<file path="config.mk">
export PLATFORM = sky130hd
export DESIGN_NAME = hazard_ctrl_unit
export DESIGN_NICKNAME = d
export VERILOG_FILES = /design/src/rtl/haz_pkg.sv /design/src/rtl/haz_stall_counter.sv /design/src/rtl/hazard_ctrl_unit.sv
export SDC_FILE = /design/constraint.sdc
export NUM_CORES = 1
export LEC_CHECK = 0
export ABC_AREA = 1
export CAP_MARGIN = 0
export CORE_AREA = 2 2 40 42
export CTS_CLUSTER_SIZE = 10
export DETAILED_ROUTE_END_ITERATION = 12
export DIE_AREA = 0 0 42 44
export PLACE_DENSITY = 0.88
export SLEW_MARGIN = 20
export SYNTH_ARGS = -nofsm -noshare
export SYNTH_HDL_FRONTEND = slang
export SYNTH_SLANG_ARGS = --single-unit
</file>
<file path="constraint.sdc">
create_clock -name clock -period 2.81 [get_ports clock]
set_clock_uncertainty 0.15 [all_clocks]
set_input_delay 0.281 -clock clock [delete_from_list [all_inputs] [get_ports clock]]
set_output_delay 0.281 -clock clock [all_outputs]
set_load 0.005 [all_outputs]
</file>
<file path="src/rtl/haz_pkg.sv">
// Shared types and constants for the pipeline hazard controller.
package haz_pkg;

    typedef enum logic [1:0] {
        RUN,
        LD_STALL,
        ST_STALL
    } haz_state_t;

    localparam int REG_X0 = 0;

    // Front-end control set; field order fixes the encoding of the constants below.
    typedef struct packed {
        logic pc_write;
        logic if_id_write;
        logic if_id_flush;
        logic id_ex_bubble;
    } haz_out_t;

    localparam haz_out_t OUT_RUN    = 4'b1100;
    localparam haz_out_t OUT_STALL  = 4'b0001;
    localparam haz_out_t OUT_FLUSH  = 4'b1111;
    localparam haz_out_t OUT_FREEZE = 4'b0000;
    localparam haz_out_t OUT_RESET  = 4'b0001;

endpackage

</file>
<file path="src/rtl/haz_stall_counter.sv">
// Loadable down-counter tracking the remaining stall cycles; done flags the last one.
module haz_stall_counter #(
    parameter int CNT_W = 3
) (
    input  logic             clock,
    input  logic             reset,
    input  logic             enable,
    input  logic             load,
    input  logic [CNT_W-1:0] load_val,
    input  logic             dec,
    output logic             done
);

    logic [CNT_W-1:0] cnt;

    // NOTE: sequential state uses non-blocking assignments only, so every flop
    // samples the pre-edge values regardless of block evaluation order.
    always_ff @(posedge clock) begin
        if (reset) begin
            cnt <= '0;
        end else if (enable) begin
            if (load) begin
                cnt <= load_val;
            end else if (dec) begin
                cnt <= cnt - 1'b1;
            end
        end
    end

    assign done = (cnt == CNT_W'(1));

endmodule

</file>
<file path="src/rtl/hazard_ctrl_unit.sv">
// ID/EX hazard controller: load-use and store stalls, branch flush, enable freeze.
// Optional HAZ_PERF_CNT_EN adds stall/flush performance counters.
module hazard_ctrl_unit
    import haz_pkg::*;
#(
    parameter int REG_AW          = 5,
    parameter int LOAD_USE_STALLS = 1,
    parameter int STORE_STALLS    = 2,
    parameter int CNT_W           = 3
) (
    input  logic              clock,
    input  logic              reset,
    input  logic              enable,
    input  logic [REG_AW-1:0] id_rs1,
    input  logic [REG_AW-1:0] id_rs2,
    input  logic              id_rs1_used,
    input  logic              id_rs2_used,
    input  logic [REG_AW-1:0] ex_rd,
    input  logic              ex_mem_read,
    input  logic              ex_reg_write,
    input  logic              ex_mem_write,
    input  logic              ex_branch_taken,
    output logic              pc_write,
    output logic              if_id_write,
    output logic              if_id_flush,
    output logic              id_ex_bubble,
    output logic              stall_active
`ifdef HAZ_PERF_CNT_EN
    ,
    output logic [31:0]       perf_stall_cnt,
    output logic [31:0]       perf_flush_cnt
`endif
);

    haz_state_t       state, state_next;
    haz_out_t         out_set;
    logic             hazard_lu;
    logic             store_trig;
    logic             cnt_load;
    logic             cnt_dec;
    logic             cnt_done;
    logic [CNT_W-1:0] cnt_load_val;

    assign hazard_lu = enable && ex_mem_read && ex_reg_write
                       && (ex_rd != REG_AW'(REG_X0))
                       && ((id_rs1_used && (ex_rd == id_rs1))
                           || (id_rs2_used && (ex_rd == id_rs2)));

    // A load that is also flagged as a store follows the load-use rule only.
    assign store_trig = ex_mem_write && !ex_mem_read && (STORE_STALLS > 0);

    always_ff @(posedge clock) begin
        if (reset) begin
            state <= RUN;
        end else begin
            state <= state_next;
        end
    end

    // NOTE: every signal driven here gets a default first, so no path can
    // leave it unassigned and infer a latch.
    always_comb begin
        state_next   = state;
        out_set      = OUT_RUN;
        cnt_load     = 1'b0;
        cnt_load_val = '0;
        cnt_dec      = 1'b0;

        if (reset) begin
            out_set    = OUT_RESET;
            state_next = RUN;
        end else if (!enable) begin
            out_set = OUT_FREEZE;
        end else if (ex_branch_taken) begin
            out_set    = OUT_FLUSH;
            state_next = RUN;
            cnt_load   = 1'b1;
        end else if (state != RUN) begin
            out_set = OUT_STALL;
            cnt_dec = 1'b1;
            if (cnt_done) begin
                state_next = RUN;
            end
        end else if (hazard_lu) begin
            out_set = OUT_STALL;
            if (LOAD_USE_STALLS > 1) begin
                state_next   = LD_STALL;
                cnt_load     = 1'b1;
                cnt_load_val = CNT_W'(LOAD_USE_STALLS - 1);
            end
        end else if (store_trig) begin
            state_next   = ST_STALL;
            cnt_load     = 1'b1;
            cnt_load_val = CNT_W'(STORE_STALLS);
        end
    end

    assign pc_write     = out_set.pc_write;
    assign if_id_write  = out_set.if_id_write;
    assign if_id_flush  = out_set.if_id_flush;
    assign id_ex_bubble = out_set.id_ex_bubble;
    assign stall_active = !reset && ((state != RUN) || hazard_lu);

    haz_stall_counter #(
        .CNT_W(CNT_W)
    ) u_stall_counter (
        .clock    (clock),
        .reset    (reset),
        .enable   (enable),
        .load     (cnt_load),
        .load_val (cnt_load_val),
        .dec      (cnt_dec),
        .done     (cnt_done)
    );

`ifdef HAZ_PERF_CNT_EN
    always_ff @(posedge clock) begin
        if (reset) begin
            perf_stall_cnt <= '0;
            perf_flush_cnt <= '0;
        end else if (enable) begin
            if (id_ex_bubble && !if_id_flush) begin
                perf_stall_cnt <= perf_stall_cnt + 32'd1;
            end
            if (if_id_flush) begin
                perf_flush_cnt <= perf_flush_cnt + 32'd1;
            end
        end
    end
`endif

endmodule

</file>
==> flow_metrics.env <==
export IMPL_status="finished, final reports clean"
export IMPL_worstHoldStart="u_stall_counter.cnt[0]"
export IMPL_yosys_register_bits=4
export IMPL_fp_coreArea_um2=1420
export IMPL_ant_nets=0
export IMPL_leakagePower_nw=0.448
export IMPL_path_cells="clkdlybuf4s50_1 -> nor2_1 -> nand4_1 -> nand4_1 -> clkinv_1 -> nand2_1 -> nand2_1 -> a21oi_1 -> clkdlybuf4s50_1"
export IMPL_gp_congestion=0.809
export IMPL_cts_reportedPaths_clkPinSlew_ps=40
export IMPL_start_util_pct=38.9
export IMPL_layout_setup_ws_ps=397
export IMPL_cts_max_level=1
export IMPL_clk_latency_ps=230
export IMPL_wl_per_cell_um=8.86
export IMPL_drive_above_1_share_pct=12.7
export IMPL_slew_violations=0
export IMPL_num_antenna_cells=0
export IMPL_power_frac_clock_pct=30.3
export IMPL_root_buffer="clkbuf_4"
export IMPL_cap_viol_max_count=0
export IMPL_worst_path_buf_inv=3
export IMPL_io_pins=29
export IMPL_drc_errors=0
export IMPL_rows=14
export IMPL_seqPwrFrac_pct=26.7
export IMPL_grt_max_degree=8
export IMPL_numCtsBuffers=3
export IMPL_grt_pass1_vias=678
export IMPL_grtUsageTotal_pct=16.7
export IMPL_place_ws_ps=389
export IMPL_slew_headroom_pct=85.2
export IMPL_dp_final_hpwl_mm=1.12
export IMPL_post_route_min_period_ps=2410
export IMPL_end_kind="output port"
export IMPL_cts_hold_buf=0
export IMPL_tritoncts="done"
export IMPL_post_cts_setup_buffers=0
export IMPL_die_w_um=42
export IMPL_setup_viol=0
export IMPL_cp_required_ps=2380
export IMPL_final_core_util_pct=61.1
export IMPL_portBuffers=28
export IMPL_sw_frac_of_total_pct=30.5
export IMPL_antenna_found_initial=0
export IMPL_r2r_start="state[1]"
export IMPL_crit_slowest_cell="clkdlybuf4s50_1"
export IMPL_die_h_um=44
export IMPL_fin_nets=162
export IMPL_rsz0062_at_grt="no"
export IMPL_ys_seq_area_share_pct=14.5
export IMPL_netlist_area_um2=552
export IMPL_p_per_area_nw_per_um2=269
export IMPL_area_growth_pct=57.1
export IMPL_grt_pass1_wl_mm=2.39
export IMPL_cts_resized=0
export IMPL_first_iter_violations=14
export IMPL_p_switching_mw=0.0710
export IMPL_worstSetupPathType="primary input to output port"
export IMPL_drt_wl_total_mm=1.33
export IMPL_fill_cells=149
export IMPL_worst_pin_slew_ps=222
export IMPL_synth_distinct_cells=21
export IMPL_p_comb_share_pct=42.9
export IMPL_yosys_warnings=0
export IMPL_vias=690
export IMPL_synth_cells=104
export IMPL_p_int_mw=0.162
export IMPL_viasPerCell=4.60
export IMPL_cp_max_fo=4
export IMPL_cp_arrival_ps=1980
export IMPL_clk_path_buf_depth=2
export IMPL_cp_start_kind="primary input"
export IMPL_critical_path_top_delay_family="buffers and inverters"
export IMPL_grt_ovfl_total=0
export IMPL_cpPeakStageDelay_ps=530
export IMPL_startpoint="ex_rd[0]"
export IMPL_synth_nets=130
export IMPL_max_freq_ghz=0.414
export IMPL_dr_pass1_iters=4
export IMPL_cts_sinks=4
export IMPL_min_path_type="register to register"
export IMPL_setup_tns_final_ps=0
export IMPL_hold_viol=0
export IMPL_period_share_pct=85.9
export IMPL_syn_mean_instance_area_um2=5.31
export IMPL_ir_drop_uv=134
export IMPL_die_area_um2=1850
routing by layer:
layer | GRT usage, % | share of wire, % | up-vias
li1 | - | - | 376
met1 | 18.0 | 46 | 292
met2 | 29.4 | 48 | 20
met3 | 3.75 | 4.7 | 2
met4 | 11.0 | 1.3 | 0
met5 | 0 | 0 | -
worst paths after layout:
path	to	slack (ps)	cells past startpoint
setup reg to reg	u_stall_counter.cnt[2]	1490	7
hold / removal	u_stall_counter.cnt[0]	350	2
setup / recovery	pc_write	400	9
hold reg to reg	u_stall_counter.cnt[0]	350	2
tightest hold or removal path: stages, from the launching register on:
cell	delay, ps
dfxtp_1	320
inv_1	90
a21oi_2	50
cell families (layout without fill, tap and decap cells):
family / Yosys count / count (layout) / share of synthesized area [%]
buffers and inverters: 24 / 54 / 17.9
AND/OR/NAND/NOR: 64 / 64 / 50.1
AO/OA/AOI/OAI: 10 / 10 / 12.9
adder cells (fa/ha/maj): 2 / 2 / 4.53
flip-flops: 4 / 4 / 14.5
state kept, by name, summed over array words and instances, names as in the netlist:
name                 flops
u_stall_counter.cnt      3
state                    1
area by class of cell:
class	instances	area, µm²	share of cell area (%)
sequential	4	80.1	9.24
multi-input combinational	76	373	43.0
clock buffer	3	22.5	2.60
tap	16	20.0	2.31
inverter	23	91.3	10.5
timing repair buffer	28	280	32.3
power groups by stage:
stage / sequential [mW] / clock (mW) / combinational, mW
after floorplan: 0.0628 / 0 / 0.0489
after global placement: 0.0630 / 0 / 0.0979
after detailed placement: 0.0632 / 0 / 0.100
after CTS: 0.0624 / 0.0734 / 0.101
after global routing: 0.0625 / 0.0781 / 0.113
final: 0.0623 / 0.0707 / 0.100
metrics by stage:
stage / power [mW] / std cells / hold slack, ps / area [µm²]
after global placement: 0.161 / 147 / 333 / 845
final: 0.233 / 150 / 351 / 867
after global routing: 0.253 / 150 / 387 / 867
after detailed placement: 0.163 / 147 / 352 / 845
after CTS: 0.237 / 150 / 358 / 867
after floorplan: 0.112 / 104 / 209 / 552
cells in the final DEF, fill, tap and decap left out, drive strengths merged:
| master | count |
|---|---|
| o21ai | 4 |
| a211oi | 1 |
| dfxtp | 4 |
| clkdlybuf4s50 | 28 |
| inv | 21 |
| a21oi | 5 |
| ha | 2 |
| clkinv | 2 |
| nand2 | 41 |
| nor3 | 1 |
| nor2 | 14 |
| nand4 | 2 |
| clkbuf | 3 |
| nand3 | 6 |
synth_stat cells:
| cell type | number | area [µm²] |
|---|---|---|
| a211oi_1 | 1 | 7.51 |
| a21oi_1 | 4 | 20.0 |
| a21oi_2 | 1 | 8.76 |
| buf_4 | 1 | 7.51 |
| clkinv_1 | 2 | 7.51 |
| dfxtp_1 | 4 | 80.1 |
| ha_1 | 2 | 25.0 |
| inv_1 | 13 | 48.8 |
| inv_2 | 7 | 26.3 |
| inv_6 | 1 | 8.76 |
| nand2_1 | 39 | 146 |
| nand2_4 | 2 | 22.5 |
| nand3_1 | 6 | 30.0 |
| nand4_1 | 2 | 12.5 |
| nor2_1 | 13 | 48.8 |
| nor2_4 | 1 | 11.3 |
| nor3_1 | 1 | 5.00 |
| o21ai_0 | 1 | 5.00 |
| o21ai_1 | 1 | 5.00 |
| o21ai_2 | 1 | 8.76 |
| o21ai_4 | 1 | 16.3 |
(Power assumes the default switching activity.)
